$ cat src/rtl/host_mem_pkg.sv
// Shared types and widths for the host memory sequencer.
package host_mem_pkg;

  localparam int unsigned ADR_W  = 12;
  localparam int unsigned DATA_W = 32;
  localparam int unsigned LEN_W  = 8;

  typedef enum logic [2:0] {
    OP_WR_I = 3'd0,
    OP_WR_D = 3'd1,
    OP_RD_I = 3'd2,
    OP_RD_D = 3'd3,
    OP_RUN  = 3'd4,
    OP_QUIT = 3'd5
  } cmd_op_e;

  typedef enum logic [2:0] {
    StIdle,
    StWr,
    StRdIssue,
    StRdWait,
    StRdRsp,
    StStart,
    StQuit
  } state_e;

endpackage

$ cat src/rtl/host_mem_sched_if.sv
// Host command/response channel between the UART monitor and the sequencer.
interface host_mem_sched_if;
  import host_mem_pkg::*;

  logic              cmd_valid;
  logic              cmd_ready;
  logic [2:0]        cmd_op;
  logic [ADR_W-1:0]  cmd_adr;
  logic [LEN_W-1:0]  cmd_len;
  logic [DATA_W-1:0] cmd_data;
  logic              rsp_valid;
  logic              rsp_ready;
  logic [DATA_W-1:0] rsp_data;
  logic              cmd_err;

  modport master (
    output cmd_valid, cmd_op, cmd_adr, cmd_len, cmd_data, rsp_ready,
    input  cmd_ready, rsp_valid, rsp_data, cmd_err
  );

  modport slave (
    input  cmd_valid, cmd_op, cmd_adr, cmd_len, cmd_data, rsp_ready,
    output cmd_ready, rsp_valid, rsp_data, cmd_err
  );

endinterface

$ cat src/rtl/host_mem_rdpipe.sv
// Read-latency delay line plus the response register with valid/ready hold.
module host_mem_rdpipe
  import host_mem_pkg::*;
#(
  parameter int unsigned RD_LAT = 1
) (
  input  logic              clk,
  input  logic              rst,
  input  logic              issue,
  input  logic [DATA_W-1:0] rdata,
  input  logic              rsp_ready,
  output logic              capture,
  output logic              rsp_valid,
  output logic [DATA_W-1:0] rsp_data
);

  logic [RD_LAT-1:0] pipe_q;
  logic              rsp_valid_q;
  logic [DATA_W-1:0] rsp_data_q;

  // Issue bit reaches the top of the line in the cycle rdata becomes valid.
  assign capture = pipe_q[RD_LAT-1];

  always_ff @(posedge clk or posedge rst) begin
    if (rst) begin
      pipe_q      <= '0;
      rsp_valid_q <= 1'b0;
      rsp_data_q  <= '0;
    end else begin
      pipe_q <= RD_LAT'({pipe_q, issue});
      if (capture) begin
        rsp_valid_q <= 1'b1;
        rsp_data_q  <= rdata;
      end else if (rsp_valid_q && rsp_ready) begin
        rsp_valid_q <= 1'b0;
      end
    end
  end

  assign rsp_valid = rsp_valid_q;
  assign rsp_data  = rsp_data_q;

endmodule

$ cat src/rtl/host_mem_sched.sv
// Host-side sequencer driving the core's RAM load/dump ports and run/quit controls.
// Optional run watchdog enabled by defining RUN_WDOG_EN.
module host_mem_sched
  import host_mem_pkg::*;
#(
  parameter int unsigned RD_LAT  = 1,
  parameter int unsigned TIMEOUT = 2**20
) (
  input  logic              clk,
  input  logic              rst,
  host_mem_sched_if.slave   host,
  output logic              running,
  output logic [ADR_W-1:0]  i_ram_wadr,
  output logic [DATA_W-1:0] i_ram_wdata,
  output logic              i_ram_wen,
  output logic [ADR_W-1:0]  i_ram_radr,
  output logic              i_read_sel,
  input  logic [DATA_W-1:0] i_ram_rdata,
  output logic [ADR_W-1:0]  d_ram_wadr,
  output logic [DATA_W-1:0] d_ram_wdata,
  output logic              d_ram_wen,
  output logic [ADR_W-1:0]  d_ram_radr,
  output logic              d_read_sel,
  input  logic [DATA_W-1:0] d_ram_rdata,
  output logic              cpu_start,
  output logic              quit_cmd,
  output logic [29:0]       start_adr
);

  state_e            state_q, state_d;
  logic              is_i_q, is_i_d;
  logic [ADR_W-1:0]  adr_q, adr_d;
  logic [DATA_W-1:0] data_q, data_d;
  logic [LEN_W-1:0]  cnt_q, cnt_d;
  logic [29:0]       start_adr_q, start_adr_d;
  logic              running_q, running_d;
  logic              err_q, err_d;
  logic              alive_q;

  cmd_op_e           op;
  logic              accept, rd_phase, capture, rsp_valid;
  logic [DATA_W-1:0] rd_mux;
  logic              wdog_fire, wdog_pend;

  assign op     = cmd_op_e'(host.cmd_op);
  assign accept = host.cmd_valid && host.cmd_ready;

  always_ff @(posedge clk or posedge rst) begin
    if (rst) begin
      state_q     <= StIdle;
      is_i_q      <= 1'b0;
      adr_q       <= '0;
      data_q      <= '0;
      cnt_q       <= '0;
      start_adr_q <= '0;
      running_q   <= 1'b0;
      err_q       <= 1'b0;
      alive_q     <= 1'b0;
    end else begin
      state_q     <= state_d;
      is_i_q      <= is_i_d;
      adr_q       <= adr_d;
      data_q      <= data_d;
      cnt_q       <= cnt_d;
      start_adr_q <= start_adr_d;
      running_q   <= running_d;
      err_q       <= err_d;
      alive_q     <= 1'b1;
    end
  end

  always_comb begin
    state_d     = state_q;
    is_i_d      = is_i_q;
    adr_d       = adr_q;
    data_d      = data_q;
    cnt_d       = cnt_q;
    start_adr_d = start_adr_q;
    running_d   = running_q;
    err_d       = 1'b0;
    unique case (state_q)
      StIdle: begin
        if (accept) begin
          // While the core runs only QUIT gets through; everything else is rejected.
          if (wdog_pend || (running_q && op != OP_QUIT)) begin
            err_d = 1'b1;
          end else begin
            adr_d  = host.cmd_adr;
            data_d = host.cmd_data;
            cnt_d  = host.cmd_len;
            is_i_d = (op == OP_WR_I) || (op == OP_RD_I);
            case (op)
              OP_WR_I, OP_WR_D: state_d = StWr;
              OP_RD_I, OP_RD_D: state_d = StRdIssue;
              OP_RUN:           state_d = StStart;
              OP_QUIT:          state_d = StQuit;
              default:          err_d   = 1'b1;
            endcase
          end
        end
      end
      StWr:      state_d = StIdle;
      StRdIssue: state_d = StRdWait;
      StRdWait:  if (capture) state_d = StRdRsp;
      StRdRsp: begin
        if (rsp_valid && host.rsp_ready) begin
          if (cnt_q == '0) begin
            state_d = StIdle;
          end else begin
            cnt_d   = cnt_q - LEN_W'(1);
            adr_d   = adr_q + ADR_W'(1);
            state_d = StRdIssue;
          end
        end
      end
      StStart: begin
        start_adr_d = data_q[31:2];
        running_d   = 1'b1;
        state_d     = StIdle;
      end
      StQuit: begin
        running_d = 1'b0;
        state_d   = StIdle;
      end
      default: state_d = StIdle;
    endcase
    if (wdog_fire) running_d = 1'b0;
  end

`ifdef RUN_WDOG_EN
  localparam int unsigned WdogW = $clog2(TIMEOUT + 1);

  logic [WdogW-1:0] wdog_cnt_q, wdog_cnt_d;
  logic             wdog_pend_q, wdog_pend_d, host_quit;

  assign host_quit = (state_q == StQuit) || (accept && op == OP_QUIT);
  assign wdog_fire = running_q && !host_quit && (wdog_cnt_q == WdogW'(TIMEOUT - 1));

  always_comb begin
    wdog_cnt_d  = (running_q && !host_quit) ? wdog_cnt_q + WdogW'(1) : '0;
    wdog_pend_d = wdog_pend_q;
    if (accept)         wdog_pend_d = 1'b0;
    else if (wdog_fire) wdog_pend_d = 1'b1;
  end

  always_ff @(posedge clk or posedge rst) begin
    if (rst) begin
      wdog_cnt_q  <= '0;
      wdog_pend_q <= 1'b0;
    end else begin
      wdog_cnt_q  <= wdog_cnt_d;
      wdog_pend_q <= wdog_pend_d;
    end
  end

  assign wdog_pend = wdog_pend_q;
`else
  logic unused_timeout;
  assign unused_timeout = (TIMEOUT == 0);
  assign wdog_fire      = 1'b0;
  assign wdog_pend      = 1'b0;
`endif

  assign rd_mux = is_i_q ? i_ram_rdata : d_ram_rdata;

  host_mem_rdpipe #(
    .RD_LAT (RD_LAT)
  ) u_rdpipe (
    .clk       (clk),
    .rst       (rst),
    .issue     (state_q == StRdIssue),
    .rdata     (rd_mux),
    .rsp_ready (host.rsp_ready),
    .capture   (capture),
    .rsp_valid (rsp_valid),
    .rsp_data  (host.rsp_data)
  );

  assign rd_phase = (state_q == StRdIssue) || (state_q == StRdWait) || (state_q == StRdRsp);

  assign host.cmd_ready = alive_q && (state_q == StIdle);
  assign host.rsp_valid = rsp_valid;
  assign host.cmd_err   = err_q;

  // RAM pins are forced to zero whenever their port is not in use.
  assign i_ram_wen   = (state_q == StWr) && is_i_q;
  assign d_ram_wen   = (state_q == StWr) && !is_i_q;
  assign i_read_sel  = rd_phase && is_i_q;
  assign d_read_sel  = rd_phase && !is_i_q;
  assign i_ram_wadr  = i_ram_wen ? adr_q : '0;
  assign i_ram_wdata = i_ram_wen ? data_q : '0;
  assign d_ram_wadr  = d_ram_wen ? adr_q : '0;
  assign d_ram_wdata = d_ram_wen ? data_q : '0;
  assign i_ram_radr  = i_read_sel ? adr_q : '0;
  assign d_ram_radr  = d_read_sel ? adr_q : '0;

  assign cpu_start = (state_q == StStart);
  assign quit_cmd  = (state_q == StQuit) || wdog_fire;
  assign running   = running_q;
  assign start_adr = start_adr_q;

endmodule

$ cat src/flat_wrapper.sv
// flat-port wrapper written by rule: the top's interface ports become plain ports
module host_mem_sched_flat import host_mem_pkg::*;
#(
  parameter int unsigned RD_LAT  = 1,
  parameter int unsigned TIMEOUT = 2**20
)
  (clk, rst, running, i_ram_wadr, i_ram_wdata, i_ram_wen, i_ram_radr, i_read_sel, i_ram_rdata, d_ram_wadr, d_ram_wdata, d_ram_wen, d_ram_radr, d_read_sel, d_ram_rdata, cpu_start, quit_cmd, start_adr, host_cmd_valid, host_cmd_op, host_cmd_adr, host_cmd_len, host_cmd_data, host_rsp_ready, host_cmd_ready, host_rsp_valid, host_rsp_data, host_cmd_err);
  host_mem_sched_if host_i ();
  input  logic clk;
  input  logic rst;
  output logic running;
  output logic [ADR_W-1:0] i_ram_wadr;
  output logic [DATA_W-1:0] i_ram_wdata;
  output logic i_ram_wen;
  output logic [ADR_W-1:0] i_ram_radr;
  output logic i_read_sel;
  input  logic [DATA_W-1:0] i_ram_rdata;
  output logic [ADR_W-1:0] d_ram_wadr;
  output logic [DATA_W-1:0] d_ram_wdata;
  output logic d_ram_wen;
  output logic [ADR_W-1:0] d_ram_radr;
  output logic d_read_sel;
  input  logic [DATA_W-1:0] d_ram_rdata;
  output logic cpu_start;
  output logic quit_cmd;
  output logic [29:0] start_adr;
  input wire logic [$bits(host_i.cmd_valid)-1:0] host_cmd_valid;
  input wire logic [$bits(host_i.cmd_op)-1:0] host_cmd_op;
  input wire logic [$bits(host_i.cmd_adr)-1:0] host_cmd_adr;
  input wire logic [$bits(host_i.cmd_len)-1:0] host_cmd_len;
  input wire logic [$bits(host_i.cmd_data)-1:0] host_cmd_data;
  input wire logic [$bits(host_i.rsp_ready)-1:0] host_rsp_ready;
  output wire logic [$bits(host_i.cmd_ready)-1:0] host_cmd_ready;
  output wire logic [$bits(host_i.rsp_valid)-1:0] host_rsp_valid;
  output wire logic [$bits(host_i.rsp_data)-1:0] host_rsp_data;
  output wire logic [$bits(host_i.cmd_err)-1:0] host_cmd_err;
  assign host_i.cmd_valid = host_cmd_valid;
  assign host_i.cmd_op = host_cmd_op;
  assign host_i.cmd_adr = host_cmd_adr;
  assign host_i.cmd_len = host_cmd_len;
  assign host_i.cmd_data = host_cmd_data;
  assign host_i.rsp_ready = host_rsp_ready;
  assign host_cmd_ready = host_i.cmd_ready;
  assign host_rsp_valid = host_i.rsp_valid;
  assign host_rsp_data = host_i.rsp_data;
  assign host_cmd_err = host_i.cmd_err;
  host_mem_sched #(.RD_LAT(RD_LAT), .TIMEOUT(TIMEOUT)) u_core (.clk(clk), .rst(rst), .host(host_i), .running(running), .i_ram_wadr(i_ram_wadr), .i_ram_wdata(i_ram_wdata), .i_ram_wen(i_ram_wen), .i_ram_radr(i_ram_radr), .i_read_sel(i_read_sel), .i_ram_rdata(i_ram_rdata), .d_ram_wadr(d_ram_wadr), .d_ram_wdata(d_ram_wdata), .d_ram_wen(d_ram_wen), .d_ram_radr(d_ram_radr), .d_read_sel(d_read_sel), .d_ram_rdata(d_ram_rdata), .cpu_start(cpu_start), .quit_cmd(quit_cmd), .start_adr(start_adr));
endmodule
$ cat config.mk
export PLATFORM = sky130hd
export DESIGN_NAME = host_mem_sched_flat
export DESIGN_NICKNAME = d
export VERILOG_FILES = /design/src/rtl/host_mem_pkg.sv /design/src/rtl/host_mem_sched_if.sv /design/src/rtl/host_mem_rdpipe.sv /design/src/rtl/host_mem_sched.sv /design/src/flat_wrapper.sv
export SDC_FILE = /design/constraint.sdc
export NUM_CORES = 1
export LEC_CHECK = 0
export CORE_ASPECT_RATIO = 1.5
export CORE_MARGIN = 10
export CORE_UTILIZATION = 62
export DETAILED_ROUTE_END_ITERATION = 10
export DONT_BUFFER_PORTS = 1
export PLACE_DENSITY = 0.78
export SLEW_MARGIN = 20
export SYNTH_ARGS = -nofsm -noshare
export SYNTH_HDL_FRONTEND = slang
export SYNTH_SLANG_ARGS = --single-unit
$ cat constraint.sdc
create_clock -name clk -period 4.7 [get_ports clk]
set_clock_uncertainty 0.05 [all_clocks]
set_input_delay 0.705 -clock clk [delete_from_list [all_inputs] [get_ports clk]]
set_output_delay 0.705 -clock clk [all_outputs]
set_load 0.02 [all_outputs]
==> impl_results.md <==
* H-tree depth at 4
* Minimum clock period at 3.58 ns
* Max-slew violations at 0
* Grt peak-use layer: met2
* GRT Residual Overflow at 0
* Async set-or-reset flop fraction in the synthesized netlist at 100%
* Total setup buffers inserted after CTS at 0
* Clock buffer depth at 2
* Hold_buf cts at 0
* Slew Limit Headroom at 30.8%
* Final WL at 18800 um
* Die H at between 100 and 150 um
* Vias in the first global route at approximately 5000
* Critical path type: reg -> out
* Placer Congestion at roughly 0.86
* GRT met2 Usage at 42.4%
* Routed len/inst at about 24 um
* Clk sinks at about 120
* Avg Cell Area, Syn at 9.59 um2
* Antenna Nets Post-Route at 0
* Status: complete, no violations
* Setup violators final at 0
* Inst Count DP at 738
* Power Density at 795 nW/um2
* Met3 Usage GRT at between 10% and 20%
* CTS tree: built
* Drt pass-1 iters at 6
* Synth Instances at between 600 and 700
* GRT Total Usage at ~25%
* Synthesized area at approximately 6300 um2
* Final hold viol count at 0
* Startpoint types: flop
* FP Rows at 45
* Ratio of cells with drive above 1 in the final layout at between 10% and 20%
* Post-route setup slack at 1.12 ns
* Initial antenna violation count at 1
* Sequential element share of the synthesized area at 48.6%
* Met1 usage in global routing at 25.6%
* Top-Level Pins at approximately 300
* Area leader, netlist: dfrtp_1
* Post-synth EDFFs at 0
* Fill cells at between 700 and 800
* First-pass GRT wire length at 28200 um
* Final Cycle Share at between 70% and 80%
* Final non-filler cell total at roughly 770
* Area of the multi-input gates at between 3000 and 4000 um2
* Worst-Margin Slew at 1.04 ns
* Synth top area cells: dfrtp_1 (49%), and2_1 (11%), nand2_1 (6.5%), mux2_2 (5.5%), mux2i_1 (5.1%)
* Yosys top cell area share at slightly below 50%
* Hpwl dp at approximately 14000 um
* Port Buf Inserts at 0
* Clk slew on worst S/H paths at 0.06 ns
* Max_cap viols at 0
* Synthesis-stage register bit count at roughly 120
* Synth Warn # at 0
* Via count at roughly 5000
* Num CTS Buffers at 17
* Area of the core at 10100 um2
* Ys flop type: dfrtp_1
* Post-DP Area at around 6400 um2
* Final Instance Area at 7020 um2
* Area growth, synth to finish at 10.8%
* Count of different cell masters after synthesis at 57
* Final net count at around 770
* Initial cell density of the core at 62.8%
* Hold Path Class: in -> async
* Die W at 103 um
* Die area at 14700 um2
* Leak Pwr at between 3 and 4 nW
* Net Count, Synth at 785
* Root Buffer: clkbuf_16
* Drt via density at between 6 and 7
* Critical-path maximum fanout at 23
* FF/Latch Area at roughly 3100 um2
* Fmax at ~280 MHz
* Largest net degree at the start of global routing at 92
* Remaining DRCs at 0
* Setup WS pre-CTS at ~1.6 ns
* Worst Path Arrival at between 2 and 3 ns
* RSZ-0062 raised after global routing: false
* Sum Neg Setup Slack at 0 ns
* Worst VDD drop at approximately 0.42 mV
* Post-layout util at 69.6%
* Post_cts resized at 0
* Worst Setup End Kind: output port
* WP data required at between 3 and 4 ns
* 1st-iter DRT viols at 264
* Skew-Pair Late Insertion Delay at approximately 0.41 ns
-- stage by stage --
step	power (W)	hold WS [ns]
finish	0.00558	0.254
global placement	0.00410	0.417
floorplan	0.00372	0.398
global route	0.00592	0.307
detailed placement	0.00421	0.432
CTS	0.00561	0.326
-- path summary, 6_finish.rpt --
kind                       slack (ns)                       endpoint  depth (start not counted)                           from
setup / recovery                 1.12                  i_ram_radr[4]                          5  u_core.state_q[2]$_DFFE_PP0P_
hold / removal                   0.25  u_core.data_q[24]$_DFFE_PP0P_                          1                            rst
setup reg to reg                 1.97    u_core.cnt_q[1]$_DFFE_PP0P_                          5  u_core.state_q[2]$_DFFE_PP0P_
hold reg to reg                  0.44   u_core.data_q[0]$_DFFE_PP0P_                          2   u_core.data_q[0]$_DFFE_PP0P_
max in group asynchronous        3.36    u_core.adr_q[0]$_DFFE_PP0P_                          2                            rst
min in group clk                 0.34      u_core.is_i_q$_DFFE_PP0P_                          1                 host_cmd_op[2]
-- cell families (layout without fill, tap and decap cells) --
| group | Yosys count | in the layout | share of synthesized area, % |
|---|---|---|---|
| other | 1 | 2 | 0.0592 |
| adder cells (fa/ha/maj) | 2 | 2 | 0.395 |
| AND/OR/NAND/NOR | 303 | 303 | 24.5 |
| buffers and inverters | 57 | 50 | 3.75 |
| AO/OA/AOI/OAI | 111 | 111 | 12.1 |
| flip-flops | 123 | 123 | 48.6 |
| multiplexers | 63 | 63 | 10.6 |
-- state kept, by name (all words and copies together), names as in the netlist --
signal,flops
u_core.u_rdpipe.rsp_valid,1
u_core.u_rdpipe.capture,1
u_core.start_adr,30
u_core.data_q,32
u_core.host.cmd_err,1
u_core.adr_q,12
u_core.state_q,3
u_core.running,1
u_core.is_i_q,1
u_core.u_rdpipe.rsp_data,32
u_core.alive_q,1
u_core.cnt_q,8
-- cells in the mapped netlist, types with 3 or more instances --
library cell,count
a22o_1,5
mux2i_1,32
nand3_1,4
a2bb2oi_1,4
or3_1,3
and2_1,111
inv_1,9
buf_1,9
nor2b_1,3
buf_2,7
o2bb2a_1,3
o22ai_1,9
o2bb2ai_1,5
a21oi_1,45
mux2_2,31
nand2_1,109
o21ai_0,15
a31oi_1,5
dfrtp_1,123
nand4_1,4
a22oi_1,3
nor3_1,7
clkbuf_1,30
nor2_1,41
-- layout make-up --
| class | instances | area share, % |
|---|---|---|
| multi-input cells | 480 | 43.4 |
| repair buffers | 9 | 0.963 |
| diodes | 1 | 0.0357 |
| well taps | 117 | 2.09 |
| inverters | 9 | 0.553 |
| flip-flops and latches | 123 | 43.9 |
| clock inverters | 12 | 2.66 |
| clock buffers | 20 | 6.37 |
-- layout by cell type, fill, tap and decap left out, types with 3 or more instances in the layout --
cell type and n:
dfrtp_1 121, and2_1 111, nand2_1 109, a21oi_1 45, nor2_1 41, mux2i_1 32
mux2_2 31, clkbuf_16 17, o21ai_0 15, o22ai_1 9, buf_4 9, inv_1 8
nor3_1 7, o2bb2ai_1 5, a22o_1 5, a31oi_1 5, a2bb2oi_1 4, nand3_1 4
inv_6 4, nand4_1 4, bufinv_16 4, or3_1 3, nor2b_1 3, a22oi_1 3
o2bb2a_1 3, clkinvlp_4 3
-- critical path, stage by stage (launching register included) --
cell and delay [ns]:
dfrtp_1 0.61, nor3b_2 0.24, buf_4 0.28, nor2_1 0.12, nor2b_1 0.79, and2_1 0.37
-- per-layer routing --
layer / vias up / part of all wire, %
met5: - / 0
met4: 0 / 2.8
met3: 40 / 14
met2: 322 / 51
met1: 2363 / 32
li1: 2202 / -
-- report_power, final --
part           leakage, nW  total (W)  internal, W  switching (W)
combinational         1.40    0.00167     0.000627        0.00104
sequential            1.49    0.00251      0.00155       0.000961
clock                0.298    0.00139     0.000908       0.000485
Note: power is estimated with default switching activity, not from simulation.
